## src/rtl/id_ex_skid_reg.sv

```systemverilog
// Decode->execute pipeline register with valid/ready handshake and a 2-entry skid.
// Optional stall-cycle counter built only when IDEX_STALL_CNT_EN is defined.
//
// state | meaning
// EMPTY | main_valid=0, skid_valid=0; nothing held
// ONE   | main_valid=1, skid_valid=0; entry on outputs, room for one more
// FULL  | main_valid=1, skid_valid=1; in_ready low until execute consumes
module id_ex_skid_reg #(
  parameter int DATA_W = 16,
  parameter int DST_W  = 4,
  parameter int CTRL_W = 8
) (
  input  logic              clk,
  input  logic              rst_n,
  input  logic              flush,
  input  logic              in_valid,
  output logic              in_ready,
  input  logic [DATA_W-1:0] rd1_in,
  input  logic [DATA_W-1:0] rd2_in,
  input  logic [DATA_W-1:0] imm_in,
  input  logic [DST_W-1:0]  dstReg_in,
  input  logic [CTRL_W-1:0] ctrl_in,
  output logic              out_valid,
  input  logic              out_ready,
  output logic [DATA_W-1:0] rd1_out,
  output logic [DATA_W-1:0] rd2_out,
  output logic [DATA_W-1:0] imm_out,
  output logic [DST_W-1:0]  dstReg_out,
  output logic [CTRL_W-1:0] ctrl_out,
  output logic [15:0]       stall_cnt
);

  localparam int ENT_W = 3*DATA_W + DST_W + CTRL_W;

  logic              main_valid;
  logic              skid_valid;
  logic              in_ready_q;
  logic [ENT_W-1:0]  main_q;
  logic [ENT_W-1:0]  skid_q;
  logic [ENT_W-1:0]  in_ent;
  logic              in_fire;
  logic              out_fire;

  assign in_ent   = {rd1_in, rd2_in, imm_in, dstReg_in, ctrl_in};
  assign in_fire  = in_valid & in_ready_q;
  assign out_fire = main_valid & out_ready;

  // in_ready_q always equals ~skid_valid; kept as its own flop so decode sees a clean register
  always_ff @(posedge clk) begin
    if (!rst_n) begin
      main_valid <= 1'b0;
      skid_valid <= 1'b0;
      in_ready_q <= 1'b1;
      main_q     <= '0;
      skid_q     <= '0;
    end else if (flush) begin
      main_valid <= 1'b0;
      skid_valid <= 1'b0;
      in_ready_q <= 1'b1;
    end else begin
      case ({main_valid, skid_valid})
        2'b00: begin
          if (in_fire) begin
            main_q     <= in_ent;
            main_valid <= 1'b1;
          end
        end
        2'b10: begin
          if (in_fire && out_fire) begin
            main_q <= in_ent;
          end else if (in_fire) begin
            skid_q     <= in_ent;
            skid_valid <= 1'b1;
            in_ready_q <= 1'b0;
          end else if (out_fire) begin
            main_valid <= 1'b0;
          end
        end
        2'b11: begin
          if (out_fire) begin
            main_q     <= skid_q;
            skid_valid <= 1'b0;
            in_ready_q <= 1'b1;
          end
        end
        default: begin
          main_valid <= 1'b0;
          skid_valid <= 1'b0;
          in_ready_q <= 1'b1;
        end
      endcase
    end
  end

  assign in_ready  = in_ready_q;
  assign out_valid = main_valid;
  assign rd1_out   = main_q[ENT_W-1 -: DATA_W];
  assign rd2_out   = main_q[ENT_W-DATA_W-1 -: DATA_W];
  assign imm_out   = main_q[DST_W+CTRL_W +: DATA_W];

  // Bubbles must never look like a write-back or a hazard match
  assign dstReg_out = main_valid ? main_q[CTRL_W +: DST_W] : '0;
  assign ctrl_out   = main_valid ? main_q[CTRL_W-1:0]      : '0;

`ifdef IDEX_STALL_CNT_EN
  logic [15:0] stall_q;

  always_ff @(posedge clk) begin
    if (!rst_n) begin
      stall_q <= '0;
    end else if (main_valid && !out_ready && (stall_q != 16'hFFFF)) begin
      stall_q <= stall_q + 16'd1;
    end
  end

  assign stall_cnt = stall_q;
`else
  assign stall_cnt = 16'h0000;
`endif

endmodule

```

## config.mk

```make
export PLATFORM = sky130hd
export DESIGN_NAME = id_ex_skid_reg
export DESIGN_NICKNAME = d
export VERILOG_FILES = /design/src/rtl/id_ex_skid_reg.sv
export SDC_FILE = /design/constraint.sdc
export NUM_CORES = 1
export LEC_CHECK = 0
export CELL_PAD_IN_SITES_DETAIL_PLACEMENT = 1
export CELL_PAD_IN_SITES_GLOBAL_PLACEMENT = 2
export CORE_MARGIN = 2
export CORE_UTILIZATION = 32
export CTS_CLUSTER_SIZE = 10
export DETAILED_ROUTE_END_ITERATION = 8
export GPL_TIMING_DRIVEN = 0
export PLACE_DENSITY_LB_ADDON = 0.15
export SLEW_MARGIN = 5
export SYNTH_ARGS = -nofsm -noshare
export SYNTH_HDL_FRONTEND = slang
export SYNTH_SLANG_ARGS = --single-unit
```

## constraint.sdc

```tcl
create_clock -name clk -period 2.6 [get_ports clk]
set_clock_uncertainty 0.05 [all_clocks]
set_input_delay 0.65 -clock clk [delete_from_list [all_inputs] [get_ports clk]]
set_output_delay 0.65 -clock clk [all_outputs]
set_load 0.005 [all_outputs]
```

==> results of run 1 <==
path summary, 6_finish.rpt:
kind              start           to  slack, ns  depth (start not counted)
max           out_valid  ctrl_out[1]       0.11                          4
min reg2reg  main_q[26]   main_q[26]       0.41                          2
max reg2reg   out_valid    skid_q[0]       0.81                          5
min          main_q[26]   main_q[26]       0.41                          2
power groups by stage:
| stage | combinational (W) | clock [W] | sequential (W) |
|---|---|---|---|
| final | 0.000641 | 0.00225 | 0.00197 |
| after global routing | 0.000699 | 0.00238 | 0.00198 |
| after CTS | 0.000649 | 0.00230 | 0.00197 |
| after detailed placement | 0.000645 | 0 | 0.00201 |
| after global placement | 0.000627 | 0 | 0.00201 |
| after floorplan | 0.000346 | 0 | 0.00200 |
sequential cells by signal (all words and copies together) (netlist names):
name,count
skid_valid,1
skid_q,60
main_q,60
in_ready,1
out_valid,1
routing by layer:
metal	vias to the layer above	GRT usage	part of all wire
met5	-	0	0.00062
met4	2	0.0659	0.017
met3	24	0.0451	0.044
met2	126	0.332	0.48
met1	2905	0.251	0.46
li1	2948	-	-
cells by family (layout without fill, tap and decap cells):
kind of cell	after synthesis	after routing	share of synthesized area
buffers and inverters	146	300	0.143
AO/OA/AOI/OAI	245	245	0.232
AND/OR/NAND/NOR	202	202	0.161
flip-flops	123	123	0.373
multiplexers	60	60	0.0910
other	1	17	0.000568
per-stage QoR:
stage | hold slack, ns | instances | util
3_3_place_gp | 0.398 | 1187 | 0.407
5_1_grt | 0.436 | 1216 | 0.435
4_1_cts | 0.417 | 1216 | 0.435
3_5_place_dp | 0.409 | 1187 | 0.407
2_1_floorplan | 0.384 | 792 | -
6_report | 0.411 | 1217 | 0.435
what timing repair did:
action                                  CTS  global route
cloned                                    0             0
endpoints found under the hold margin     0             0
buffers inserted                          0             0
endpoints found under the setup margin   12            10
gates resized for setup                   5             1
critical path: cells and delay by family (launching register included):
| family | cells | cell delay (ns) |
|---|---|---|
| AND/OR/NAND/NOR | 1 | 0.12 |
| buffers and inverters | 3 | 0.87 |
| flip-flops | 1 | 0.36 |
cell type report:
cell class	instances	area [um2]	share of cell area
timing repair buffer	125	1250	0.142
buffer	143	943	0.107
antenna	1	2.50	0.000284
inverter	1	3.75	0.000426
tap	270	338	0.0383
sequential	123	2460	0.280
clock buffer	23	488	0.0554
multi-input combinational	523	3250	0.369
clock inverter	8	67.6	0.00767
layout by cell type (no fill, tap or decap), drive strengths merged:
cell,n
dfxtp,123
nor3b,2
o21ai,121
inv,1
and2,12
nand2,60
and3b,1
diode,1
a21boi,120
buf,101
nand4bb,1
nand3,60
or3b,1
and3,60
clkinvlp,1
conb,16
a21oi,3
mux2i,60
clkbuf,65
clkinv,6
nand2b,3
nor3,1
clkdlybuf4s50,125
o21bai,1
bufinv,1
nand3b,1
==> impl_metrics.yaml, run 1 <==
finish:
  fillers: 2383
  area_growth_pct: 33.5
  fin_nets: 999
  finish.instance_area_um2: 8810
  final_layout_size_suffix_gt1_frac: 0.136
placed_design:
  placement.cell_area_um2: 8250
  routabilityCongestion: 0.807
  pre_cts_ws_ns: -0.319
  hpwl_mm: 15.6
  place.port_buffers: 125
critical_path:
  worstPathArrival_ns: 1.79
  critical_path_required_ns: 1.90
  cp_slowest_cell: "clkdlybuf4s50_1"
  cp-start-kind: "register"
  slowest_cell_delay_on_critical_path_ns: 0.50
  cp_max_fo: 28
  worst-setup-path-type: "register to primary output"
  cp_cell_sequence: "buf_12 > clkbuf_4 > and2_1 > clkdlybuf4s50_1"
  worstSetupEndpointType: "primary output"
cts:
  clock_tree.htree_level_count: 4
  cts_hold_buffers: 0
  numCtsBuffers: 17
  root_buffer: "clkbuf_16"
  clock_sinks: 123
  number_of_buffers_between_clock_root_and_the_deepest_sink: 2
  clk_pin_slew_worst_paths_ns: 0.05
  tritoncts: "done"
  clock_latency_ns: 0.42
sta:
  rsz0062_at_grt: "no"
  period_share: 0.957
  finalSetupViolCount: 0
  fin_worst_setup_slack_ns: 0.112
  worst-slew-pin-transition_ns: 0.574
  total_negative_setup_slacks_ns: 0
  max_slew_margin: 0.616
  final_max_slew_viol_count: 0
  fmax_mhz: 402
  number_of_hold_violations_in_the_final_report: 0
  fin_crit_ns: 2.49
synthesis:
  synth_area_per_cell_um2: 8.49
  netlist_instances: 777
  yosysSeqAreaShare: 0.373
  synth_async_sr_flop_share: 0
  synth.top_cells.by_area: "dfxtp_1 37%, mux2i_1 9.1%, buf_4 7.7%"
  synth-edff-count: 0
  synth_warnings: 0
  post-synth-top-area-fraction: 0.373
  yosys.area.top_type: "dfxtp_1"
  netlist-cell-type-count: 28
  yosys_most_used_dff: "dfxtp_1"
  ys_top_cells_by_count: "123 x dfxtp_1, 68 x buf_4, 61 x a21boi_1, 61 x o21ai_0"
  synthesized_flop_and_latch_total: 123
  synth.cell_area_um2: 6600
  post-synth-top-count-cell: "dfxtp_1"
drt:
  viasPerCell: 4.93
  drt-wirelength-per-cell_um: 17.3
  detailroute.via_count: 6005
  antenna_violating_nets_post_route: 0
  drt_wl_total_mm: 21.1
  drcViolationCount: 0
  drt_pre_antenna_iters: 4
  number_of_drc_markers_in_iteration_0: 279
die:
  die_area_um2: 21800
  start_util: 0.326
  die_wd_um: 148
  rows: 52
  die_height_um: 148
  io-pin-count: 143
  std_cell_core_area_um2: 20200
power_and_ir_drop:
  power.static_leakage_nw: 3.75
  netSwitchingFraction: 0.242
  cellPowerDensity_nw_per_um2: 552
  cell_internal_pwr_w: 0.00369
  portion_of_total_power_attributed_to_sequential_cells: 0.406
  switching_power_w: 0.00118
  combinationalPowerShare: 0.132
  post_route_total_power_w: 0.00487
  worst_ir_drop_vdd_mv: 0.435
  power_frac_clock: 0.463
worst_hold_path:
  worst_hold_path_type: "register to register"
global_routing:
  grt_max_degree: 29
  grt_first_pass_wirelength_mm: 34.2
  grt_util_all_layers: 0.198
  globalRoute.totalOverflow: 0
  number_of_antenna_violations_at_the_first_check_in_global_routing: 2
  first_global_vias: 6520
run_status:
  status: "completed"
flow_run:
  maxCapViolations: 0
(Power assumes the default switching activity.)
==> inputs of run 2 (changes only) <==
Settings changed: PLACE_DENSITY set to 0.95, PLACE_DENSITY_LB_ADDON 0.15 to not set.
==> run 2 against run 1 <==
- design area is 0.72% higher
- flip-flop and latch count stayed put
- sequential power about the same
- clock power grew 14%
- largest cell class unchanged
- critical path type unchanged
- sequential share of layout area shrank 0.20 points
- highest routed layer is now met4
- register-to-register slack got worse by 0.03 ns
- first-iteration DRC count is 11% lower
==> impl_metrics.yaml, run 2 (synthesis results as in run 1) <==
cts:
  root_buffer: "clkbuf_16"
  clock_latency_ns: 0.43
  clock_tree.htree_level_count: 4
  numCtsBuffers: 17
  clk_pin_slew_worst_paths_ns: 0.06
  clock_sinks: 123
  number_of_buffers_between_clock_root_and_the_deepest_sink: 2
  tritoncts: "done"
critical_path:
  critical_path_required_ns: 1.90
  cp-start-kind: "register"
  worst-setup-path-type: "register to primary output"
  slowest_cell_delay_on_critical_path_ns: 0.52
  worstPathArrival_ns: 1.69
  cp_cell_sequence: "buf_12 > and2_1 > clkdlybuf4s50_1"
  worstSetupEndpointType: "primary output"
  cp_slowest_cell: "clkdlybuf4s50_1"
  cp_max_fo: 37
sta:
  number_of_hold_violations_in_the_final_report: 0
  rsz0062_at_grt: "no"
  final_max_slew_viol_count: 0
  final.hold.worst_slack_ns: 0.410
  fin_crit_ns: 2.39
  finalSetupViolCount: 0
  period_share: 0.921
  total_negative_setup_slacks_ns: 0
  max_slew_margin: 0.606
  fmax_mhz: 418
  fin_worst_setup_slack_ns: 0.206
  worst-slew-pin-transition_ns: 0.589
drt:
  detailroute.via_count: 6047
  number_of_drc_markers_in_iteration_0: 248
  drt_wl_total_mm: 20.6
  drt-wirelength-per-cell_um: 17.0
  drt_pre_antenna_iters: 4
  antenna_violating_nets_post_route: 0
  viasPerCell: 4.97
  drcViolationCount: 0
power_and_ir_drop:
  post_route_total_power_w: 0.00517
  combinationalPowerShare: 0.124
  power.static_leakage_nw: 3.76
  cell_internal_pwr_w: 0.00393
  portion_of_total_power_attributed_to_sequential_cells: 0.382
  netSwitchingFraction: 0.239
  cellPowerDensity_nw_per_um2: 583
  power_frac_clock: 0.495
  worst_ir_drop_vdd_mv: 0.384
  switching_power_w: 0.00124
global_routing:
  grt_max_degree: 29
  first_global_vias: 6268
  globalRoute.totalOverflow: 0
  grt_util_all_layers: 0.194
  number_of_antenna_violations_at_the_first_check_in_global_routing: 1
  grt_first_pass_wirelength_mm: 33.4
die:
  rows: 52
  std_cell_core_area_um2: 20200
  start_util: 0.326
  die_area_um2: 21800
  io-pin-count: 143
  die_wd_um: 148
  die_height_um: 148
finish:
  final_util: 0.439
  fin_nets: 998
  final_common_cell: "clkdlybuf4s50_1"
  mostFrequentLayoutCells: "125 x clkdlybuf4s50_1, 122 x dfxtp_1, 66 x buf_4, 61 x o21ai_0, 61 x a21boi_1"
  final_layout_size_suffix_gt1_frac: 0.137
  area_growth_pct: 34.4
  reg_top3: "main_q (60), skid_q (60)"
placed_design:
  routabilityCongestion: 0.766
  place.port_buffers: 125
  pre_cts_ws_ns: -0.415
  hpwl_mm: 14.5
worst_hold_path:
  worst_hold_path_type: "register to register"
flow_run:
  maxCapViolations: 0
run_status:
  status: "completed"
-- run 2: area by class of cell --
cell class	instances	area (um2)
Antenna cell	1	2.50
Buffer	142	936
Clock buffer	20	457
Clock inverter	12	170
Fill cell	2378	11400
Inverter	1	3.75
Multi-Input combinational cell	523	3250
Sequential cell	123	2460
Tap cell	270	338
Timing Repair Buffer	125	1250
-- run 2: path summary, 6_finish.rpt --
path,from,endpoint,slack (ns),cells past startpoint
hold / removal,main_q[39],main_q[39],0.41,2
setup reg to reg,out_valid,skid_q[54],0.78,5
hold reg to reg,main_q[39],main_q[39],0.41,2
setup / recovery,out_valid,ctrl_out[2],0.21,3
-- run 2: layer usage --
layer  vias to the layer above  part of all wire  GRT usage
li1                       2957                 -          -
met1                      2952              0.47      0.254
met2                       116              0.48      0.323
met3                        22             0.038     0.0401
met4                         0             0.013     0.0606
met5                         -                 0          0
-- run 2: power by group through the flow --
| stage | Combinational, W | Sequential, W | Clock [W] |
|---|---|---|---|
| floorplan | 0.000346 | 0.00200 | 0 |
| finish | 0.000639 | 0.00197 | 0.00256 |
| detailed placement | 0.000639 | 0.00202 | 0 |
| CTS | 0.000644 | 0.00198 | 0.00259 |
| global placement | 0.000632 | 0.00201 | 0 |
| global route | 0.000695 | 0.00198 | 0.00268 |
-- run 2: stage by stage --
stage,area [um2],std cells
after global routing,8870,1216
after floorplan,6660,792
after detailed placement,8250,1187
final,8870,1217
after CTS,8880,1217
after global placement,8250,1187
-- run 2: critical path: cells and delay by family (launching register included) --
kind | cells | cell delay, ns
and+or+nand+nor | 1 | 0.17
buffers and inverters | 2 | 0.72
DFF | 1 | 0.37
-- run 2: timing repair --
action / in CTS / in global routing
gates resized for setup: 6 / 0
endpoints found under the setup margin: 12 / 8
hold buffers: 0 / 0
setup buffers: 0 / 0
